File: config.mk
export PLATFORM = sky130hd
export DESIGN_NAME = instr_encoder_loader
export DESIGN_NICKNAME = d
export VERILOG_FILES = /design/src/rtl/instr_encoder_loader.sv
export SDC_FILE = /design/constraint.sdc
export NUM_CORES = 1
export LEC_CHECK = 0
export CAP_MARGIN = 20
export CORE_MARGIN = 1.5
export CORE_UTILIZATION = 51
export DETAILED_ROUTE_END_ITERATION = 8
export GPL_ROUTABILITY_DRIVEN = 0
export PLACE_DENSITY = 0.83
export REMOVE_ABC_BUFFERS = 1
export SLEW_MARGIN = 20
export SYNTH_ARGS = -nofsm -noshare
export SYNTH_HDL_FRONTEND = slang
export SYNTH_SLANG_ARGS = --single-unit
File: constraint.sdc
create_clock -name clk -period 6.25 [get_ports clk]
set_clock_uncertainty 0.15 [all_clocks]
set_input_delay 1.25 -clock clk [delete_from_list [all_inputs] [get_ports clk]]
set_output_delay 1.25 -clock clk [all_outputs]
set_load 0.05 [all_outputs]
File: src/rtl/instr_encoder_loader.sv
// Symbolic-instruction to RV32I encoder and sequential instruction-memory loader.
// Accepts mnemonic/register/immediate fields over valid/ready and writes one
// encoded word per transfer, starting from a captured base address. The
// session ends at ECALL (done) or on an illegal instruction or overflow (error).
module instr_encoder_loader #(
  parameter int ADDR_W    = 32,
  parameter int MAX_WORDS = 256,
  localparam int CNT_W    = $clog2(MAX_WORDS + 1)
) (
  input  logic              clk,
  input  logic              rst,
  input  logic              start,
  input  logic [ADDR_W-1:0] base_addr,
  input  logic              in_valid,
  output logic              in_ready,
  input  logic [3:0]        in_mnem,
  input  logic [4:0]        in_rd,
  input  logic [4:0]        in_rs1,
  input  logic [4:0]        in_rs2,
  input  logic [31:0]       in_imm,
  output logic              imem_we,
  output logic [ADDR_W-1:0] imem_addr,
  output logic [31:0]       imem_wdata,
  output logic              busy,
  output logic              done,
  output logic              error,
  output logic [CNT_W-1:0]  word_count
);

  typedef enum logic [1:0] {IDLE, RUN, DONE, ERR} state_t;

  typedef enum logic [3:0] {
    M_ADD  = 4'd0, M_SUB = 4'd1, M_ADDI = 4'd2, M_LW  = 4'd3, M_SW    = 4'd4,
    M_BEQ  = 4'd5, M_BNE = 4'd6, M_JAL  = 4'd7, M_JALR = 4'd8, M_ECALL = 4'd9
  } mnem_t;

  state_t            state;
  logic [ADDR_W-1:0] next_addr;
  logic              ecall_pending;

  logic signed [31:0] simm;
  logic               i_ok, b_ok, j_ok;
  logic [31:0]        enc_word;
  logic               bad_instr;
  logic               is_ecall;
  logic               full;
  logic               transfer;

  assign simm     = in_imm;
  assign i_ok     = (simm >= -32'sd2048)    && (simm <= 32'sd2047);
  assign b_ok     = (simm >= -32'sd4096)    && (simm <= 32'sd4094) && !in_imm[0];
  assign j_ok     = (simm >= -32'sd1048576) && (simm <= 32'sd1048574) && !in_imm[0];
  assign full     = (word_count == CNT_W'(MAX_WORDS));
  assign transfer = in_valid && in_ready;

  // Pack the presented fields into an RV32I word and flag unencodable input.
  always_comb begin
    enc_word  = '0;
    bad_instr = 1'b0;
    is_ecall  = 1'b0;
    case (in_mnem)
      M_ADD:   enc_word = {7'b0000000, in_rs2, in_rs1, 3'b000, in_rd, 7'b0110011};
      M_SUB:   enc_word = {7'b0100000, in_rs2, in_rs1, 3'b000, in_rd, 7'b0110011};
      M_ADDI: begin
        enc_word  = {in_imm[11:0], in_rs1, 3'b000, in_rd, 7'b0010011};
        bad_instr = !i_ok;
      end
      M_LW: begin
        enc_word  = {in_imm[11:0], in_rs1, 3'b010, in_rd, 7'b0000011};
        bad_instr = !i_ok;
      end
      M_JALR: begin
        enc_word  = {in_imm[11:0], in_rs1, 3'b000, in_rd, 7'b1100111};
        bad_instr = !i_ok;
      end
      M_SW: begin
        enc_word  = {in_imm[11:5], in_rs2, in_rs1, 3'b010, in_imm[4:0], 7'b0100011};
        bad_instr = !i_ok;
      end
      M_BEQ, M_BNE: begin
        enc_word  = {in_imm[12], in_imm[10:5], in_rs2, in_rs1,
                     (in_mnem == M_BNE) ? 3'b001 : 3'b000,
                     in_imm[4:1], in_imm[11], 7'b1100011};
        bad_instr = !b_ok;
      end
      M_JAL: begin
        enc_word  = {in_imm[20], in_imm[10:1], in_imm[11], in_imm[19:12], in_rd, 7'b1101111};
        bad_instr = !j_ok;
      end
      M_ECALL: begin
        enc_word = 32'h0000_0073;
        is_ecall = 1'b1;
      end
      default: bad_instr = 1'b1;
    endcase
  end

  // Session FSM with registered handshake, write strobe and status outputs.
  always_ff @(posedge clk) begin
    if (rst) begin
      state         <= IDLE;
      next_addr     <= '0;
      ecall_pending <= 1'b0;
      in_ready      <= 1'b0;
      imem_we       <= 1'b0;
      imem_addr     <= '0;
      imem_wdata    <= '0;
      busy          <= 1'b0;
      done          <= 1'b0;
      error         <= 1'b0;
      word_count    <= '0;
    end else begin
      imem_we <= 1'b0;
      case (state)
        IDLE, DONE, ERR: begin
          if (start) begin
            state         <= RUN;
            next_addr     <= base_addr & ~ADDR_W'(3);
            word_count    <= '0;
            done          <= 1'b0;
            error         <= 1'b0;
            ecall_pending <= 1'b0;
            in_ready      <= 1'b1;
            busy          <= 1'b1;
          end
        end
        RUN: begin
          // ECALL stays in RUN for its write cycle with in_ready already low,
          // then completes the session on the following edge.
          if (ecall_pending) begin
            state         <= DONE;
            done          <= 1'b1;
            busy          <= 1'b0;
            ecall_pending <= 1'b0;
          end else if (transfer) begin
            if (bad_instr || full) begin
              state    <= ERR;
              error    <= 1'b1;
              in_ready <= 1'b0;
              busy     <= 1'b0;
            end else begin
              imem_we    <= 1'b1;
              imem_addr  <= next_addr;
              imem_wdata <= enc_word;
              next_addr  <= next_addr + ADDR_W'(4);
              word_count <= word_count + CNT_W'(1);
              if (is_ecall) begin
                ecall_pending <= 1'b1;
                in_ready      <= 1'b0;
              end
            end
          end
        end
        default: state <= IDLE;
      endcase
    end
  end

endmodule

==> impl_metrics.env <==
export IMPL_drt_iter0_drc=289
export IMPL_leakage_nw=2.31
export IMPL_first_pass_iters=5
export IMPL_post_route_drc_count=0
export IMPL_endpoint_kind="flip-flop"
export IMPL_rsz0062_at_grt="no"
export IMPL_vias_per_cell=6.00
export IMPL_grt_pass1_wl_um=25100
export IMPL_finalNetCount=906
export IMPL_dpl_hpwl_um=10600
export IMPL_r2r_cells=7
export IMPL_rr_endpoint="imem_wdata[30]$_SDFFE_PP0P_"
export IMPL_utilization_pct=69.4
export IMPL_post_cts_resized=0
export IMPL_async_flop_share_pct=0
export IMPL_place_inst=940
export IMPL_die_area_mm2=0.0111
export IMPL_hold_end="imem_addr[28]$_SDFFE_PP0P_"
export IMPL_synthAdderAreaFrac_pct=0.703
export IMPL_synth_area_mux_share_pct=1.13
export IMPL_grt_pass1_vias=5271
export IMPL_start_kind="input port"
export IMPL_drv_cap=0
export IMPL_grt_antenna_before_repair=0
export IMPL_grt_usage_pct=27.5
export IMPL_finalSetupViolCount=0
export IMPL_cts_setup_buffers=0
export IMPL_numCtsBuffers=9
export IMPL_power_switching_w=0.000389
export IMPL_totalWireLength_um=15100
export IMPL_vias=5734
export IMPL_io_pins=165
export IMPL_synth_seq_cells=108
export IMPL_hold_buffers=0
export IMPL_min_path_cells=2
export IMPL_synth_compound_area_share_pct=23.9
export IMPL_synth_ff_type="dfxtp_1"
export IMPL_syn2layout_area_growth_pct=33.1
export IMPL_synth_top_family_by_area="simple AND/OR/NAND/NOR gates"
export IMPL_ys_types=64
export IMPL_clockPowerShare_pct=29.5
export IMPL_syn_inst=688
export IMPL_min_from="imem_addr[28]$_SDFFE_PP0P_"
export IMPL_relSlewSlack_pct=39.0
export IMPL_internal_power_w=0.000949
export IMPL_cts_max_path_buffers=2
export IMPL_synth_edf_count=0
export IMPL_cts_sinks=108
export IMPL_h_tree_depth=3
export IMPL_max_freq_ghz=0.225
export IMPL_antenna_left=0
export IMPL_finalSetupTns_ns=0
export IMPL_drive_gt1_share_pct=5.24
export IMPL_setup_worst_path_class="in2reg"
export IMPL_design_core_area_mm2=0.0102
export IMPL_dpl_instance_area_mm2=0.00691
export IMPL_ys_seq_area_share_pct=40.5
export IMPL_instances_no_fill=956
export IMPL_synth_area_per_cell_um2=7.76
export IMPL_ys_warn_count=0
export IMPL_outcome="complete, no violations"
export IMPL_numPortBuffers=160
export IMPL_p_comb_share_pct=16.4
export IMPL_tightest_slew_ns=0.915
export IMPL_synth_xor_area_share_pct=0.164
export IMPL_cts_root_buf="clkbuf_8"
export IMPL_swShare_pct=29.1
export IMPL_reg2reg_slack_ns=2.90
export IMPL_synthesis_area_mm2=0.00534
export IMPL_diodes=0
export IMPL_hp_class="reg2reg"
export IMPL_start_util_pct=52.2
export IMPL_seqPwrFrac_pct=54.1
export IMPL_post_route_min_period_ns=4.45
export IMPL_rows=37
export IMPL_pwr_density_cell_mw_per_mm2=188
export IMPL_worstPathMaxFanout=39
export IMPL_yosys_area_share_simple_pct=28.1
export IMPL_gr_total_overflow=0
export IMPL_cts_tree="yes"
export IMPL_grt_max_degree=109
export IMPL_fin_crit_sh_pct=71.2
export IMPL_crit_arrival_ns=4.55
export IMPL_die_h_um=105
export IMPL_drv_slew=0
export IMPL_die_x_um=105
export IMPL_crit_required_ns=6.35
export IMPL_clk_pin_slew_ns=0.11
export IMPL_design_area_mm2=0.00710
export IMPL_wire_per_inst_um=15.8
export IMPL_clk_insertion_delay_late_ns=0.37
export IMPL_r2r_start="state[1]$_SDFFE_PP0P_"
export IMPL_ir_drop_uv=105
export IMPL_hold_viol=0
==> layer usage <==
metal  global-route usage, %  vias up  part of all wire [%]
met5                       0        -                     0
met4                    8.90        0                   1.9
met3                    8.16       28                   9.9
met2                    45.9      272                    49
met1                    33.8     2690                    40
li1                        -     2744                     -
==> Yosys cell counts (all sizes together) (2+ instances only) <==
cell type / n / share of area (%)
a21oi: 82 / 7.9
a221oi: 13 / 2.1
nor2: 58 / 4.1
a311oi: 5 / 1.1
o21bai: 2 / 0.28
ha: 3 / 0.70
a211o: 4 / 0.66
buf: 23 / 2.7
clkbuf: 27 / 1.9
a32oi: 2 / 0.33
nand4: 11 / 1.3
nor2b: 5 / 0.59
and3: 5 / 0.59
a211oi: 21 / 3.0
mux2i: 6 / 1.1
nor3b: 4 / 0.56
or3: 10 / 1.2
nand2b: 5 / 0.59
nor4b: 3 / 0.61
nand3b: 2 / 0.28
inv: 12 / 0.84
a21o: 3 / 0.42
o22ai: 4 / 0.47
and4: 3 / 0.49
o32ai: 3 / 0.49
or4: 3 / 0.42
nor4: 10 / 1.8
nor3: 35 / 3.5
o211ai: 3 / 0.52
a2111oi: 2 / 0.38
dfxtp: 108 / 41
o31ai: 6 / 0.84
o21ai: 36 / 3.4
nand3: 30 / 2.9
a31oi: 5 / 0.59
nand2: 120 / 8.5
a22o: 3 / 0.49
==> power by group through the flow <==
stage | Sequential, W | Clock (W) | Combinational, W
5_1_grt | 0.000727 | 0.000436 | 0.000238
2_1_floorplan | 0.000750 | 0 | 0.0000920
3_3_place_gp | 0.000738 | 0 | 0.000210
6_report | 0.000724 | 0.000394 | 0.000220
4_1_cts | 0.000724 | 0.000405 | 0.000217
3_5_place_dp | 0.000739 | 0 | 0.000216
==> per-stage QoR <==
step | hold WS, ns | power [W] | setup WS [ns]
final | 0.308 | 0.00134 | 1.80
after floorplan | 0.284 | 0.000842 | 2.28
after detailed placement | 0.294 | 0.000955 | 1.43
after CTS | 0.310 | 0.00135 | 1.80
after global placement | 0.289 | 0.000948 | 1.51
after global routing | 0.330 | 0.00140 | 1.58
==> worst max-delay path: stages <==
cell and delay [ns]:
clkdlybuf4s50_1 0.97, nor2b_1 0.27, a211o_1 0.38, o211ai_1 0.15, and4b_4 0.32, nand2_2 0.45
buf_4 0.43, a211oi_1 0.26, nor3_1 0.07
==> flip-flops by register name (all words and copies together), names as in the netlist <==
signal and flops:
next_addr 30, busy 1, in_ready 1, imem_addr 30, error 1, state 2, ecall_pending 1, imem_we 1
imem_wdata 31, word_count 9, done 1
==> cell families after synthesis <==
group / count (synthesis)
adder cells (fa/ha/maj): 3
buffers and inverters: 62
XOR/XNOR: 1
AO/OA/AOI/OAI: 199
other: 1
flip-flops: 108
AND/OR/NAND/NOR: 308
multiplexers: 6
==> how the worst max path moves through the flow <==
stage,endpoint,startpoint,depth (start not counted)
2_1_floorplan,imem_wdata[12]$_SDFFE_PP0P_,in_imm[21],7
3_3_place_gp,imem_wdata[8]$_SDFFE_PP0P_,in_mnem[3],9
3_5_place_dp,imem_wdata[22]$_SDFFE_PP0P_,in_mnem[3],9
4_1_cts,imem_wdata[22]$_SDFFE_PP0P_,in_mnem[3],9
5_1_grt,imem_wdata[22]$_SDFFE_PP0P_,in_mnem[3],9
6_report,imem_wdata[30]$_SDFFE_PP0P_,in_mnem[3],9
==> layout make-up <==
class | instances | area, um2
Fill cell | 801 | 3130
Multi-Input combinational cell | 519 | 2900
Sequential cell | 108 | 2160
Timing Repair Buffer | 166 | 1660
Tap cell | 136 | 170
Clock buffer | 9 | 124
Clock inverter | 6 | 50.0
Inverter | 12 | 45.0
==> cell usage in the layout, fill, tap and decap left out, types with 4 or more instances in the layout <==
| master | n |
|---|---|
| a211oi_1 | 20 |
| nand4_1 | 11 |
| a211o_1 | 4 |
| o21ai_0 | 35 |
| a21oi_1 | 81 |
| nand3_1 | 29 |
| inv_1 | 11 |
| nor4_1 | 6 |
| nand2_1 | 119 |
| nand2b_1 | 4 |
| dfxtp_1 | 108 |
| o22ai_1 | 4 |
| o31ai_1 | 6 |
| nor3_1 | 34 |
| nor2_1 | 57 |
| clkdlybuf4s50_1 | 159 |
| a221oi_1 | 13 |
| mux2i_1 | 6 |
| nor2b_1 | 4 |
| a31oi_1 | 5 |
| and3_1 | 5 |
| buf_4 | 6 |
| or3_1 | 10 |
| nor3b_1 | 4 |
| clkbuf_8 | 9 |
Power figures use the tool's default switching activity.
